File: config.mk
export PLATFORM = sky130hd
export DESIGN_NAME = sensor_cond_mc
export DESIGN_NICKNAME = d
export VERILOG_FILES = /design/src/rtl/sensor_cond_pkg.sv /design/src/rtl/sensor_cond_mc_cadence_filt.sv /design/src/rtl/sensor_cond_mc.sv
export SDC_FILE = /design/constraint.sdc
export NUM_CORES = 1
export LEC_CHECK = 0
export ABC_AREA = 1
export CAP_MARGIN = 20
export CORE_UTILIZATION = 42
export CTS_CLUSTER_SIZE = 28
export DETAILED_ROUTE_END_ITERATION = 8
export HOLD_SLACK_MARGIN = 0.15
export PLACE_DENSITY = 0.67
export SYNTH_ARGS = -nofsm -noshare
export SYNTH_HDL_FRONTEND = slang
export SYNTH_SLANG_ARGS = --single-unit
File: constraint.sdc
create_clock -name clk -period 4.25 [get_ports clk]
set_input_delay 0.6375 -clock clk [delete_from_list [all_inputs] [get_ports clk]]
set_output_delay 0.6375 -clock clk [all_outputs]
set_load 0.02 [all_outputs]
File: src/rtl/sensor_cond_pkg.sv
// Shared types and build-time derivations for the sensor conditioning block.
package sensor_cond_pkg;

  localparam int DEF_NUM_CH    = 4;
  localparam int DEF_W         = 12;
  localparam int DEF_AVG_SHIFT = 5;
  localparam int DEF_CAD_MASK  = 1;
  localparam int DEF_FAST_SIM  = 0;

  typedef enum logic [1:0] {
    ST_IDLE = 2'd0,
    ST_SCAN = 2'd1,
    ST_DONE = 2'd2
  } state_t;

  // Clocks the synchronised cadence level must hold before the filter follows it.
  function automatic int deb_of(input int fast_sim);
    return (fast_sim != 0) ? 16 : 1024;
  endfunction

  function automatic int per_w_of(input int fast_sim);
    return (fast_sim != 0) ? 16 : 24;
  endfunction

endpackage

File: src/rtl/sensor_cond_mc_cadence_filt.sv
// Cadence input conditioning: synchroniser, debounce, rise detect and period measurement.
module cadence_filt
  import sensor_cond_pkg::*;
#(
  parameter int FAST_SIM = DEF_FAST_SIM
) (
  input  logic                          clk,
  input  logic                          rst_n,
  input  logic                          cadence_raw,
  output logic                          cad_rise,
  output logic [per_w_of(FAST_SIM)-1:0] cadence_per,
  output logic                          not_pedaling
);

  localparam int DEB   = deb_of(FAST_SIM);
  localparam int PER_W = per_w_of(FAST_SIM);
  localparam int DW    = $clog2(DEB);
  localparam logic [DW-1:0] DEB_LAST = DW'(DEB - 1);

  logic             sync1;
  logic             sync2;
  logic             filt;
  logic [DW-1:0]    deb_cnt;
  logic [PER_W-1:0] per_cnt;
  logic             accept;

  // The synchronised level has differed from the filter for DEB clocks in a row.
  assign accept = (sync2 != filt) && (deb_cnt == DEB_LAST);

  always_ff @(posedge clk or negedge rst_n) begin
    if (!rst_n) begin
      sync1 <= 1'b0;
      sync2 <= 1'b0;
    end else begin
      sync1 <= cadence_raw;
      sync2 <= sync1;
    end
  end

  always_ff @(posedge clk or negedge rst_n) begin
    if (!rst_n) begin
      filt     <= 1'b0;
      deb_cnt  <= '0;
      cad_rise <= 1'b0;
    end else begin
      cad_rise <= accept && sync2;
      if (sync2 == filt) begin
        deb_cnt <= '0;
      end else if (accept) begin
        filt    <= sync2;
        deb_cnt <= '0;
      end else begin
        deb_cnt <= deb_cnt + DW'(1);
      end
    end
  end

  // Counter starts saturated so the block reads as stopped until a real rise.
  always_ff @(posedge clk or negedge rst_n) begin
    if (!rst_n) begin
      per_cnt     <= '1;
      cadence_per <= '0;
    end else if (cad_rise) begin
      cadence_per <= per_cnt;
      per_cnt     <= PER_W'(1);
    end else if (per_cnt != '1) begin
      per_cnt <= per_cnt + PER_W'(1);
    end
  end

  assign not_pedaling = (per_cnt == '1) && !cad_rise;

endmodule

File: src/rtl/sensor_cond_mc.sv
// Multi-channel sensor conditioner: event-driven snapshots averaged by one shared EMA datapath.
module sensor_cond_mc
  import sensor_cond_pkg::*;
#(
  parameter int                NUM_CH    = DEF_NUM_CH,
  parameter int                W         = DEF_W,
  parameter int                AVG_SHIFT = DEF_AVG_SHIFT,
  parameter logic [NUM_CH-1:0] CAD_MASK  = NUM_CH'(DEF_CAD_MASK),
  parameter int                FAST_SIM  = DEF_FAST_SIM
) (
  input  logic                          clk,
  input  logic                          rst_n,
  input  logic                          cadence_raw,
  input  logic [NUM_CH*W-1:0]           sample,
  input  logic                          sample_vld,
  output logic [NUM_CH*W-1:0]           avg,
  output logic                          avg_vld,
  output logic [per_w_of(FAST_SIM)-1:0] cadence_per,
  output logic                          not_pedaling
);

  localparam int AW    = W + AVG_SHIFT;
  localparam int IDX_W = (NUM_CH > 1) ? $clog2(NUM_CH) : 1;
  localparam logic [IDX_W-1:0] IDX_LAST = IDX_W'(NUM_CH - 1);

  logic              cad_rise;
  state_t            state;
  state_t            state_n;
  logic [IDX_W-1:0]  idx;
  logic [IDX_W-1:0]  idx_n;
  logic [NUM_CH-1:0] pending;
  logic [W-1:0]      snap [NUM_CH];
  logic [AW-1:0]     acc  [NUM_CH];
  logic [AW-1:0]     cur_acc;
  logic [W-1:0]      cur_snap;
  logic [AW-1:0]     upd_acc;

  cadence_filt #(
    .FAST_SIM (FAST_SIM)
  ) u_filt (
    .clk          (clk),
    .rst_n        (rst_n),
    .cadence_raw  (cadence_raw),
    .cad_rise     (cad_rise),
    .cadence_per  (cadence_per),
    .not_pedaling (not_pedaling)
  );

  // A set in the same clock as the visit wins over the clear, so that event
  // keeps its new snapshot pending for the next pass.
  always_ff @(posedge clk or negedge rst_n) begin
    if (!rst_n) begin
      pending <= '0;
      for (int i = 0; i < NUM_CH; i++) snap[i] <= '0;
    end else begin
      for (int i = 0; i < NUM_CH; i++) begin
        if (state == ST_SCAN && idx == IDX_W'(i)) pending[i] <= 1'b0;
        if ((cad_rise && CAD_MASK[i]) || (sample_vld && !CAD_MASK[i])) begin
          snap[i]    <= sample[i*W +: W];
          pending[i] <= 1'b1;
        end
      end
    end
  end

  // Shared EMA step; the accumulator holds avg scaled by 2^AVG_SHIFT, so full scale fits in AW bits.
  assign cur_acc  = acc[idx];
  assign cur_snap = snap[idx];
  assign upd_acc  = cur_acc - (cur_acc >> AVG_SHIFT) + AW'(cur_snap);

  always_ff @(posedge clk or negedge rst_n) begin
    if (!rst_n) begin
      for (int i = 0; i < NUM_CH; i++) acc[i] <= '0;
    end else if (state == ST_SCAN && pending[idx]) begin
      acc[idx] <= upd_acc;
    end
  end

  always_ff @(posedge clk or negedge rst_n) begin
    if (!rst_n) begin
      state <= ST_IDLE;
      idx   <= '0;
    end else begin
      state <= state_n;
      idx   <= idx_n;
    end
  end

  always_comb begin
    state_n = state;
    idx_n   = idx;
    avg_vld = 1'b0;
    case (state)
      ST_IDLE: begin
        if (|pending) begin
          state_n = ST_SCAN;
          idx_n   = '0;
        end
      end
      ST_SCAN: begin
        if (idx == IDX_LAST) state_n = ST_DONE;
        else                 idx_n   = idx + IDX_W'(1);
      end
      ST_DONE: begin
        avg_vld = 1'b1;
        state_n = ST_IDLE;
      end
      default: state_n = ST_IDLE;
    endcase
  end

  for (genvar g = 0; g < NUM_CH; g++) begin : g_avg
    assign avg[g*W +: W] = W'(acc[g] >> AVG_SHIFT);
  end

endmodule

==> results.txt <==
Clk root buf: clkbuf_16
WL final: 26,900 um
Vias in the first global route: 8,223
Final Hold Fails: 0
Mapped cell area: 10,300 um2
EDFF count, synth: 0
Core Rows: 56
Share of flip-flops with an asynchronous set or reset: 100%
Number of gates resized after CTS: 0
Horiz. Die Dim: 159 um
Post-layout minimum cycle time: 3.63 ns
CTS tree: yes
Initial Util: 43.4%
Initial antenna violation count: 0
Run status: finished clean
Clock latency on the worst-skew pair: 0.44 ns
Synth cell types: 42
GRT Overall Usage: 22.5%
ANT nets after route: 0
Die area: 25,200 um2
Die Ht: 159 um
Core Area: 23,800 um2
Port Buffers: 125
Slew HR: 38.3%
Initial drt markers: 665
Area Growth Syn to Fin: 17.8%
Post-Synthesis Cells: 1,327
H-tree depth: 4
DR vias/cell: 5.04
Crit end category: flip-flop
Layout cell share with drive strength beyond 1: 7.81%
Final Util: 51.1%
Syn. warnings: 0
IO Pins: 126
Worst path top cell family by delay: adder cells
Main flop type after synthesis: dfrtp_1
CTS sink count: 186
Max-Cap Viols: 0
CP Max Fanout: 19
CP cell instances: inv_2, buf_4, a21oi_1, a32oi_1, inv_1, fa_1, inv_1, ha_1, nand2_1, nand2_1, nor2_1, nand2_1, xnor2_1, o21ai_0
First-pass detailed-route iteration total: 5
Worst path slowest cell: fa_1
RSZ-0062 raised after global routing: no
Num CTS Buffers: 17
Final period utilization: 85.4%
Vias post-DR: 8,704
Largest net degree at the start of global routing: 99
# fillers: 2,263
Grt ovf: 0
Multi-input gate area: 4440 um2
Finish-stage setup viols: 0
Avg Inst Size Synth: 7.77 um2
Cts hold-fix bufs: 0
Setup_tns: 0 ns
CTS clk-pin slew, worst paths: 0.07 ns
Synth Register Bits: 186
WP buf/inv: 4
Net count, final: 1,482
Residual DRC: 0
Diode count: 0
Maximum buffer depth of the clock tree: 2
WS Path Type: flip-flop to flip-flop
Most common cell on crit path: nand2_1
HP Class: input pin to asynchronous set/reset pin
First-pass GRT wire length: 43,200 um
Register area share after synthesis: 45.4%
Syn Nets: 1,414
Critical path startpoint category: flip-flop
Storage element area: 4690 um2
Setup bufs post-CTS: 0
WP data required: 4.54 ns
WHS: 0.279 ns
Final Skew: 0.0210 ns
Pins Over Slew Limit: 0
Mean routed wirelength per cell: 15.6 um
Worst-margin pin slew: 0.926 ns
DPL Wire Length: 19,300 um
Slowest cell delay on critical path: 0.52 ns
Crit path DAT: 3.93 ns
Max Freq: 275 MHz
GPL Wtd Cong: 0.929
## per-stage QoR
step	std cells	setup WS [ns]	instance area, um2
after floorplan	1327	1.14	10300
after global placement	1695	0.656	11500
after detailed placement	1695	0.622	11500
after CTS	1727	0.607	12100
after global routing	1727	0.323	12100
final	1727	0.619	12100
## synthesized netlist by cell type, drive strengths merged (2+ instances only)
cell    instances  area [um2]
inv           152         573
o21bai          4        30.0
o31ai           5        37.5
nand3b          2        15.0
xor2            7        61.3
nor2           57         277
a32oi           9        78.8
dfrtp         162        4050
or2             2        12.5
nand2         474        1780
ha             23         288
clkbuf         30         113
buf            66         503
fa             12         240
a21oi          56         280
a31oi           4        25.0
xnor2           4        35.0
nand4           9        56.3
o22ai           2        12.5
nand3          83         438
nor3           17         105
nor3b           2        15.0
o21ai         116         614
dfstp          24         631
## cells by family (layout without fill, tap and decap cells)
| family | count (synthesis) | after routing | synth area share [%] |
|---|---|---|---|
| buf+inv | 249 | 330 | 11.6 |
| simple gates | 648 | 648 | 26.3 |
| fa+ha+maj | 35 | 35 | 5.12 |
| compound gates | 198 | 198 | 10.6 |
| flops | 186 | 186 | 45.4 |
| xor+xnor | 11 | 11 | 0.934 |
## worst paths after layout
kind	startpoint	endpoint	slack, ns	cells after the start
min in group clk	u_filt.sync1	u_filt.sync2	0.36	0
min	rst_n	snap[12]	0.28	1
max in group asynchronous	rst_n	u_filt.per_cnt[6]	2.92	2
max reg2reg	idx[1]	avg[38]	0.62	14
min reg2reg	u_filt.sync1	u_filt.sync2	0.36	0
max	idx[1]	avg[38]	0.62	14
## per-layer routing
metal  global-route usage, %  share of wire, %
met1                    32.8                48
met2                    34.5                45
met3                    3.29               5.7
met4                    6.32               1.5
met5                       0                 0
## state kept, by name (all words and copies together), names as in the netlist
register            cells
u_filt.per_cnt         24
u_filt.filt             1
acc                    20
state                   2
u_filt.cad_rise         1
u_filt.deb_cnt         10
u_filt.sync1            1
u_filt.cadence_per     24
pending                 4
u_filt.sync2            1
avg                    48
idx                     2
snap                   48
## placed cells by master, fill, tap and decap left out, types with 13 or more instances in the layout
| master | netlist | routed |
|---|---|---|
| inv_1 | 145 | 145 |
| o21ai_0 | 107 | 107 |
| clkdlybuf4s50_1 | 0 | 124 |
| ha_1 | 23 | 23 |
| dfrtp_1 | 162 | 161 |
| nand3_1 | 80 | 80 |
| dfstp_2 | 24 | 24 |
| nor2_1 | 49 | 49 |
| a21oi_1 | 56 | 56 |
| clkbuf_16 | 0 | 17 |
| buf_4 | 55 | 19 |
| nor3_1 | 13 | 13 |
| nand2_1 | 472 | 472 |
## cell type report
type / count / share of cell area [%]
timing repair buffer: 145 / 11.6
inverter: 153 / 4.75
clock buffer: 21 / 3.71
tap: 319 / 3.29
sequential: 186 / 38.6
multi-input combinational: 892 / 36.5
clock inverter: 11 / 1.52
Power is not shown: default switching activity piles up to over one toggle a cycle in this logic, so the estimate is an artifact.
